==> src/rtl/ac1_seq_ctrl.sv <==
// Sequencer for the bit-serial activation shift-accumulate register.
// Each vector gets one clear-load cycle followed by Pa-1 shift-accumulate
// cycles. The result is then held under a valid/ready handshake. A job
// covers n_vec vectors and is started by a single start pulse.
module ac1_seq_ctrl #(
    parameter int Pa   = 8,
    parameter int M    = 16,
    parameter int NV_W = 8,
    localparam int BW  = (Pa > 1) ? $clog2(Pa) : 1
) (
    input  logic            clk,
    input  logic            rst,
    input  logic            start,
    input  logic [NV_W-1:0] n_vec,
    input  logic            ps_valid,
    output logic            ps_ready,
    output logic            cl_en,
    output logic            w_en,
    output logic            s_en,
    output logic [BW-1:0]   bit_idx,
    output logic            msb_flag,
    output logic            out_valid,
    input  logic            out_ready,
    output logic [NV_W-1:0] vec_idx,
    output logic            busy,
    output logic            done
);

    // Elaboration guard: a single-bit vector has no shift phase.
    if (Pa < 2 || M < 1) begin : g_bad_param
        $error("ac1_seq_ctrl: Pa must be >= 2 and M >= 1");
    end

    localparam logic [BW-1:0] LAST_BIT = BW'(Pa - 1);

    typedef enum logic [1:0] {
        IDLE  = 2'd0,
        LOAD  = 2'd1,
        SHIFT = 2'd2,
        OUT   = 2'd3
    } state_t;

    state_t          state_q, state_d;
    logic [BW-1:0]   bit_idx_q, bit_idx_d;
    logic [NV_W-1:0] vec_idx_q, vec_idx_d;
    logic [NV_W-1:0] n_vec_q, n_vec_d;
    logic            out_valid_q, out_valid_d;
    logic            done_q, done_d;

    // State and counter registers with synchronous reset.
    always_ff @(posedge clk) begin
        if (rst) begin
            state_q     <= IDLE;
            bit_idx_q   <= '0;
            vec_idx_q   <= '0;
            n_vec_q     <= '0;
            out_valid_q <= 1'b0;
            done_q      <= 1'b0;
        end else begin
            state_q     <= state_d;
            bit_idx_q   <= bit_idx_d;
            vec_idx_q   <= vec_idx_d;
            n_vec_q     <= n_vec_d;
            out_valid_q <= out_valid_d;
            done_q      <= done_d;
        end
    end

    // Next-state logic and combinational register enables. Enables depend
    // on ps_valid directly so the register captures the partial sum in the
    // same cycle it is offered; cl_en is only ever raised together with w_en.
    always_comb begin
        state_d     = state_q;
        bit_idx_d   = bit_idx_q;
        vec_idx_d   = vec_idx_q;
        n_vec_d     = n_vec_q;
        out_valid_d = out_valid_q;
        done_d      = 1'b0;
        ps_ready    = 1'b0;
        cl_en       = 1'b0;
        w_en        = 1'b0;
        s_en        = 1'b0;
        case (state_q)
            IDLE: begin
                if (start) begin
                    if (n_vec != '0) begin
                        n_vec_d   = n_vec;
                        vec_idx_d = '0;
                        bit_idx_d = '0;
                        state_d   = LOAD;
                    end else begin
                        // Empty job completes immediately.
                        done_d = 1'b1;
                    end
                end
            end
            LOAD: begin
                ps_ready = 1'b1;
                if (ps_valid) begin
                    cl_en     = 1'b1;
                    w_en      = 1'b1;
                    bit_idx_d = BW'(1);
                    state_d   = SHIFT;
                end
            end
            SHIFT: begin
                ps_ready = 1'b1;
                if (ps_valid) begin
                    w_en = 1'b1;
                    s_en = 1'b1;
                    if (bit_idx_q == LAST_BIT) begin
                        bit_idx_d   = '0;
                        out_valid_d = 1'b1;
                        state_d     = OUT;
                    end else begin
                        bit_idx_d = bit_idx_q + BW'(1);
                    end
                end
            end
            OUT: begin
                if (out_valid_q && out_ready) begin
                    out_valid_d = 1'b0;
                    if (vec_idx_q == n_vec_q - NV_W'(1)) begin
                        done_d  = 1'b1;
                        state_d = IDLE;
                    end else begin
                        vec_idx_d = vec_idx_q + NV_W'(1);
                        state_d   = LOAD;
                    end
                end
            end
            default: state_d = IDLE;
        endcase
    end

    assign bit_idx   = bit_idx_q;
    assign msb_flag  = (bit_idx_q == LAST_BIT);
    assign out_valid = out_valid_q;
    assign vec_idx   = vec_idx_q;
    assign busy      = (state_q != IDLE);
    assign done      = done_q;

endmodule

==> config.mk <==
export PLATFORM = sky130hd
export DESIGN_NAME = ac1_seq_ctrl
export DESIGN_NICKNAME = d
export VERILOG_FILES = /design/src/rtl/ac1_seq_ctrl.sv
export SDC_FILE = /design/constraint.sdc
export NUM_CORES = 1
export LEC_CHECK = 0
export ABC_CLOCK_PERIOD_IN_PS = 2400
export BUFFER_PORTS_ARGS = -buffer_cell sky130_fd_sc_hd__buf_2
export CAP_MARGIN = 10
export CORE_MARGIN = 5
export CORE_UTILIZATION = 40
export CTS_BUF_LIST = sky130_fd_sc_hd__clkbuf_8
export CTS_CLUSTER_DIAMETER = 80
export CTS_CLUSTER_SIZE = 28
export DETAILED_ROUTE_END_ITERATION = 8
export GPL_ROUTABILITY_DRIVEN = 0
export PLACE_DENSITY = 0.74
export SKIP_LAST_GASP = 1
export SLEW_MARGIN = 20
export SYNTH_ARGS = -nofsm -noshare
export SYNTH_HDL_FRONTEND = slang
export SYNTH_SLANG_ARGS = --single-unit
==> constraint.sdc <==
create_clock -name clk -period 2.4 [get_ports clk]
set_input_delay 0 -clock clk [delete_from_list [all_inputs] [get_ports clk]]
set_output_delay 0 -clock clk [all_outputs]
set_load 0.05 [all_outputs]
==> flow_metrics.tcl, run 1 <==
set metrics [dict create \
    ios 32 \
    whs_path_depth 3 \
    avgSynthCellArea_um2 8.45 \
    antenna_cells 0 \
    gr-usage-met1 0.200 \
    dp_hpwl_um 2580 \
    cp_top_family "simple AND/OR/NAND/NOR gates" \
    crit_arrival_ns 2.45 \
    synth_edf_count 0 \
    synth_common_cells "dfxtp_1 (23), nor2_1 (17), a21oi_1 (16), nand2_1 (16), mux2i_1 (13)" \
    synthFlopType "dfxtp_1" \
    dr.pass1.iters 4 \
    tightest_slew_ns 0.583 \
    status "finished, final reports clean" \
    critPathBufInv 2 \
    cts_resized 0 \
    min_period_ns 2.25 \
    synth.most_common_cell "dfxtp_1" \
    synth_async_sr_flop_share 0 \
    pre_cts_ws_ns 0.226 \
    grtUsageMet3 0.0224 \
    slew_headroom 0.609 \
    wirelength_um 3550 \
    max_stage_delay_ns 0.63 \
    synth_top_area_frac 0.304 \
    top_usage_layer "met2" \
    power_density_mw_per_mm2 832 \
    leakage_nw 0.839 \
    vdd_drop_max_mv 0.468 \
    r2r_cells 9 \
    vias 1407 \
    fin_nets 244 \
    rrSetupSlack_ns 0.15 \
    min_path_type "in -> reg" \
    r2r-start "n_vec_q[0]$_SDFFE_PP0P_" \
    hold_viol 0 \
    via_per_inst 5.23 \
    die_y_um 71.5 \
    die_w_um 71.5 \
    ys.warnings.count 0 \
    end_kind "register" \
    layout-drive-gt1-share 0.235 \
    grt_max_degree 19 \
    grt_usage 0.145 \
    drv_slew 0 \
    critical_path_class "reg -> reg" \
    clockBufferDepth 2 \
    postRouteAntennaNets 0 \
    grt_antenna_before_repair 0 \
    utilization 0.508 \
    finClkSkew_ns 0.00411 \
    grt_overflow 0 \
    timing.hold.ws_ns 0.0546 \
    cpMaxStageDelayCell "or4b_2" \
    worstPathRequired_ns 2.59 \
    numCtsBuffers 3 \
    yosys.area.top_type "dfxtp_1" \
    seq_area_frac_synth 0.304 \
    cap_violations 0 \
    rsz0062_at_grt "false" \
    n_fill_cell 348 \
    synth_cell_types 44 \
    crit_path_start_kind "register" \
    ys_ff_latch 23 \
    clk_latency_ns 0.26 \
    detail_route.wl_per_cell_um 13.2 \
    syn_area_mm2 0.00151 \
    rows 22 \
    synth_fp_nets 201 \
    syn_inst 179 \
    htreeDepth 1 \
    cts_tree "yes" \
    dieArea_mm2 0.00511 \
    fmax_mhz 444 \
    crit_fanout 12 \
    multi_input_area_um2 985 \
    setup_ws_ns 0.147 \
    core_area_mm2 0.00366 \
    yosys-top-cells-area "dfxtp_1 (30%), mux2i_1 (8.6%), ha_1 (7.4%)" \
    r2r-end "vec_idx[1]$_SDFFE_PP0P_" \
    initial_utilization 0.413 \
    clock-sinks 23 \
    drtIter0Drc 98 \
    grt_pass1_vias 1319 \
    min_to "done$_SDFF_PP0_" \
    grt_first_pass_wirelength_um 6150 \
    final.setup.tns_ns 0 \
    portBuffers 31 \
    setup_violations 0 \
    fin_crit_sh 0.939 \
    syn_to_final_growth_pct 22.8 \
    min_from "out_ready" \
    gr-usage-met2 0.231 \
    path_clk_slew_ns 0.08 \
    final-seq-area_um2 460 \
    crit_chain "inv_1 > ha_1 > xor2_1 > a21oi_1 > o22ai_1 > a211oi_2 > buf_4 > or4b_2 > o21ai_0" \
    remaining_drc_errors 0 \
    cts_root_buf "clkbuf_8" \
]
## through the flow
stage,instances,power (mW),instance area (um2)
floorplan,179,1.13,1510
global placement,257,1.28,1730
detailed placement,257,1.29,1730
CTS,269,1.56,1860
global route,269,1.66,1860
finish,269,1.55,1860
## area by class of cell
cell class / count / area share
Multi-Input combinational cell: 141 / 0.530
Sequential cell: 23 / 0.248
Timing Repair Buffer: 44 / 0.147
Tap cell: 48 / 0.0323
Clock buffer: 3 / 0.0222
Inverter: 9 / 0.0182
Clock inverter: 1 / 0.00269
## metal layers
metal / share of wire / up-vias
li1: - / 726
met1: 0.48 / 653
met2: 0.47 / 22
met3: 0.035 / 6
met4: 0.016 / 0
met5: 0 / -
## worst max path at each step
| stage | startpoint | to | slack (ns) | cells past startpoint |
|---|---|---|---|---|
| global route | n_vec_q[0]$_SDFFE_PP0P_ | vec_idx[1]$_SDFFE_PP0P_ | 0.02 | 9 |
| finish | n_vec_q[0]$_SDFFE_PP0P_ | vec_idx[1]$_SDFFE_PP0P_ | 0.15 | 9 |
| floorplan | vec_idx[5]$_SDFFE_PP0P_ | done$_SDFF_PP0_ | 0.23 | 7 |
| CTS | n_vec_q[0]$_SDFFE_PP0P_ | vec_idx[1]$_SDFFE_PP0P_ | 0.14 | 9 |
| global placement | n_vec_q[0]$_SDFFE_PP0P_ | vec_idx[1]$_SDFFE_PP0P_ | 0.32 | 9 |
| detailed placement | n_vec_q[0]$_SDFFE_PP0P_ | vec_idx[1]$_SDFFE_PP0P_ | 0.23 | 9 |
## cell families after synthesis
kind of cell | synth area share
adders and majority gates | 0.0744
muxes | 0.0860
and+or+nand+nor | 0.280
AOI/OAI and AO/OA | 0.170
buffers and inverters | 0.0447
DFF | 0.304
xor gates and xnor gates | 0.0405
## registers in the layout, summed over array words and instances (netlist names)
signal     count
n_vec_q        8
vec_idx        8
bit_idx        3
state_q        2
done           1
out_valid      1
## report_power, final
group / total (mW) / internal [mW] / switching [mW]
registers: 0.481 / 0.426 / 0.0548
clock network: 0.241 / 0.116 / 0.125
logic: 0.824 / 0.297 / 0.527
## cell usage in the layout, fill, tap and decap left out, types with 3 or more instances in the layout
master         netlist  layout
nand3_1              3       3
nand2b_1             8       8
a211oi_1             3       3
nand4_1              5       5
dlygate4sd3_1        0       8
mux2i_1             13      13
a21oi_1             16      16
and2_1               4       4
dfxtp_1             23      23
o21ai_0              6       6
inv_1                9       9
buf_2                3      31
xor2_1               5       5
nand2_1             16      16
nor3b_1              3       3
nor2_1              17      17
ha_1                 9       9
buf_4                0       5
clkbuf_8             0       3
## worst register-to-register path, stage by stage (launching register included)
cell and delay [ns]:
dfxtp_1 0.41, inv_1 0.07, ha_1 0.25, xor2_1 0.20, a21oi_1 0.10, o22ai_1 0.20
a211oi_2 0.05, buf_4 0.18, or4b_2 0.63, o21ai_0 0.09
## timing repair
action | 4_1_cts | 5_1_grt
setup buffers | 0 | 0
hold buffers | 8 | 0
hold endpoints to repair | 8 | 0
Power figures use the tool's default switching activity.
==> inputs of run 2 (changes only) <==
Settings changed: CORE_UTILIZATION 40 to 56, PLACE_DENSITY 0.74 to 0.94.
==> run 2 against run 1 <==
Compared with the run above:
- hold slack worse by 0.034 ns
- via count up 7.0%
- clock-buffer cell count unchanged
==> flow_metrics.tcl, run 2 (synthesized netlist as in run 1, its figures left out) <==
set metrics [dict create \
    status "finished, final reports clean" \
    crit_fanout 5 \
    grt_usage 0.222 \
    path_clk_slew_ns 0.08 \
    fin_crit_sh 0.941 \
    die_w_um 62.0 \
    vias 1506 \
    placed_cells 240 \
    drv_slew 0 \
    final_cell_mix "buf_2 (31), dfxtp_1 (23), nor2_1 (17), nand2_1 (16), a21oi_1 (16)" \
    layout-drive-gt1-share 0.236 \
    end_kind "register" \
    drtIter0Drc 69 \
    grt_max_degree 19 \
    clock-sinks 23 \
    rrSetupSlack_ns 0.14 \
    syn_to_final_growth_pct 20.4 \
    initial_utilization 0.600 \
    rows 18 \
    cap_violations 0 \
    cts_root_buf "clkbuf_8" \
    vdd_drop_max_mv 0.787 \
    clk_latency_ns 0.26 \
    power_density_mw_per_mm2 856 \
    dp_hpwl_um 2760 \
    slew_headroom 0.600 \
    crit_arrival_ns 2.45 \
    layout_commonest_cell "buf_2" \
    rsz0062_at_grt "false" \
    antenna_cells 0 \
    die_y_um 62.0 \
    r2r_cells 9 \
    numCtsBuffers 3 \
    grt_pass1_vias 1464 \
    portBuffers 31 \
    critical_path_class "reg -> reg" \
    cts_tree "yes" \
    core_area_mm2 0.00252 \
    clockBufferDepth 2 \
    grt_antenna_before_repair 0 \
    grt_overflow 0 \
    leakage_nw 0.838 \
    fin_nets 243 \
    endpoint "done$_SDFF_PP0_" \
    dieArea_mm2 0.00384 \
    ios 32 \
    detail_route.wl_per_cell_um 15.3 \
    min_path_type "in -> reg" \
    grt_first_pass_wirelength_um 6450 \
    tightest_slew_ns 0.596 \
    worstPathRequired_ns 2.59 \
    min_period_ns 2.26 \
    setup_ws_ns 0.142 \
    r2r-start "n_vec_q[0]$_SDFFE_PP0P_" \
    crit_path_start_kind "register" \
    r2r-end "done$_SDFF_PP0_" \
    finClkSkew_ns 0.00296 \
    pre_cts_ws_ns 0.263 \
    remaining_drc_errors 0 \
    postRouteAntennaNets 0 \
    wirelength_um 3840 \
    layout.cells.non_filler 250 \
    via_per_inst 6.02 \
    htreeDepth 1 \
    utilization 0.722 \
    hold_viol 0 \
    dr.pass1.iters 4 \
    final.setup.tns_ns 0 \
    fmax_mhz 443 \
    crit_path_start "n_vec_q[0]$_SDFFE_PP0P_" \
    setup_violations 0 \
]
## run 2: power by group
part	leakage, nW	internal [mW]	switching, mW	total (mW)
logic	0.624	0.296	0.543	0.839
registers	0.187	0.426	0.0591	0.485
clock network	0.0269	0.114	0.122	0.236
total	0.838	0.836	0.724	1.56
## run 2: layout make-up
type / count / area [um2]
well taps: 30 / 37.5
repair buffers: 43 / 260
flip-flops and latches: 23 / 460
inverters: 9 / 33.8
multi-input cells: 141 / 985
clock buffers: 3 / 41.3
clock inverters: 1 / 3.75
fillers: 201 / 701
## run 2: repair_timing
item / 4_1_cts / 5_1_grt
endpoints found under the setup margin: 0 / 4
buffers inserted: 0 / 0
hold buffers: 6 / 0
resized for setup: 0 / 0
hold endpoints to repair: 6 / 0
## run 2: worst max-delay path: stages (launching register included)
cell and delay (ns):
dfxtp_1 0.43, inv_1 0.08, ha_1 0.31, xnor2_1 0.15, a211oi_1 0.23, o221ai_1 0.17
a211oi_2 0.30, buf_4 0.19, nand4_4 0.09, a211oi_2 0.22
## run 2: worst min path at each step
stage               slack, ns                      end     start  depth (start not counted)
finish                   0.02  n_vec_q[4]$_SDFFE_PP0P_  n_vec[4]                          3
CTS                      0.01  n_vec_q[4]$_SDFFE_PP0P_  n_vec[4]                          3
detailed placement       0.25  n_vec_q[4]$_SDFFE_PP0P_  n_vec[4]                          3
global route             0.05  n_vec_q[4]$_SDFFE_PP0P_  n_vec[4]                          3
floorplan                0.14  n_vec_q[0]$_SDFFE_PP0P_  n_vec[0]                          2
global placement         0.25  n_vec_q[4]$_SDFFE_PP0P_  n_vec[4]                          3
## run 2: metrics by stage
| step | power, mW | cell area [um2] | hold slack [ns] |
|---|---|---|---|
| after floorplan | 1.13 | 1510 | 0.144 |
| after global placement | 1.27 | 1720 | 0.246 |
| after detailed placement | 1.30 | 1720 | 0.252 |
| after CTS | 1.55 | 1820 | 0.0117 |
| after global routing | 1.67 | 1820 | 0.0536 |
| final | 1.56 | 1820 | 0.0205 |
## run 2: metal layers
layer / routed length, um / up-vias / part of all wire / track usage
met2: 1870 / 69 / 0.49 / 0.368
met3: 274 / 13 / 0.071 / 0.0310
met5: 0 / - / 0 / 0
met1: 1580 / 698 / 0.41 / 0.285
li1: - / 726 / - / -
met4: 110 / 0 / 0.029 / 0.0939
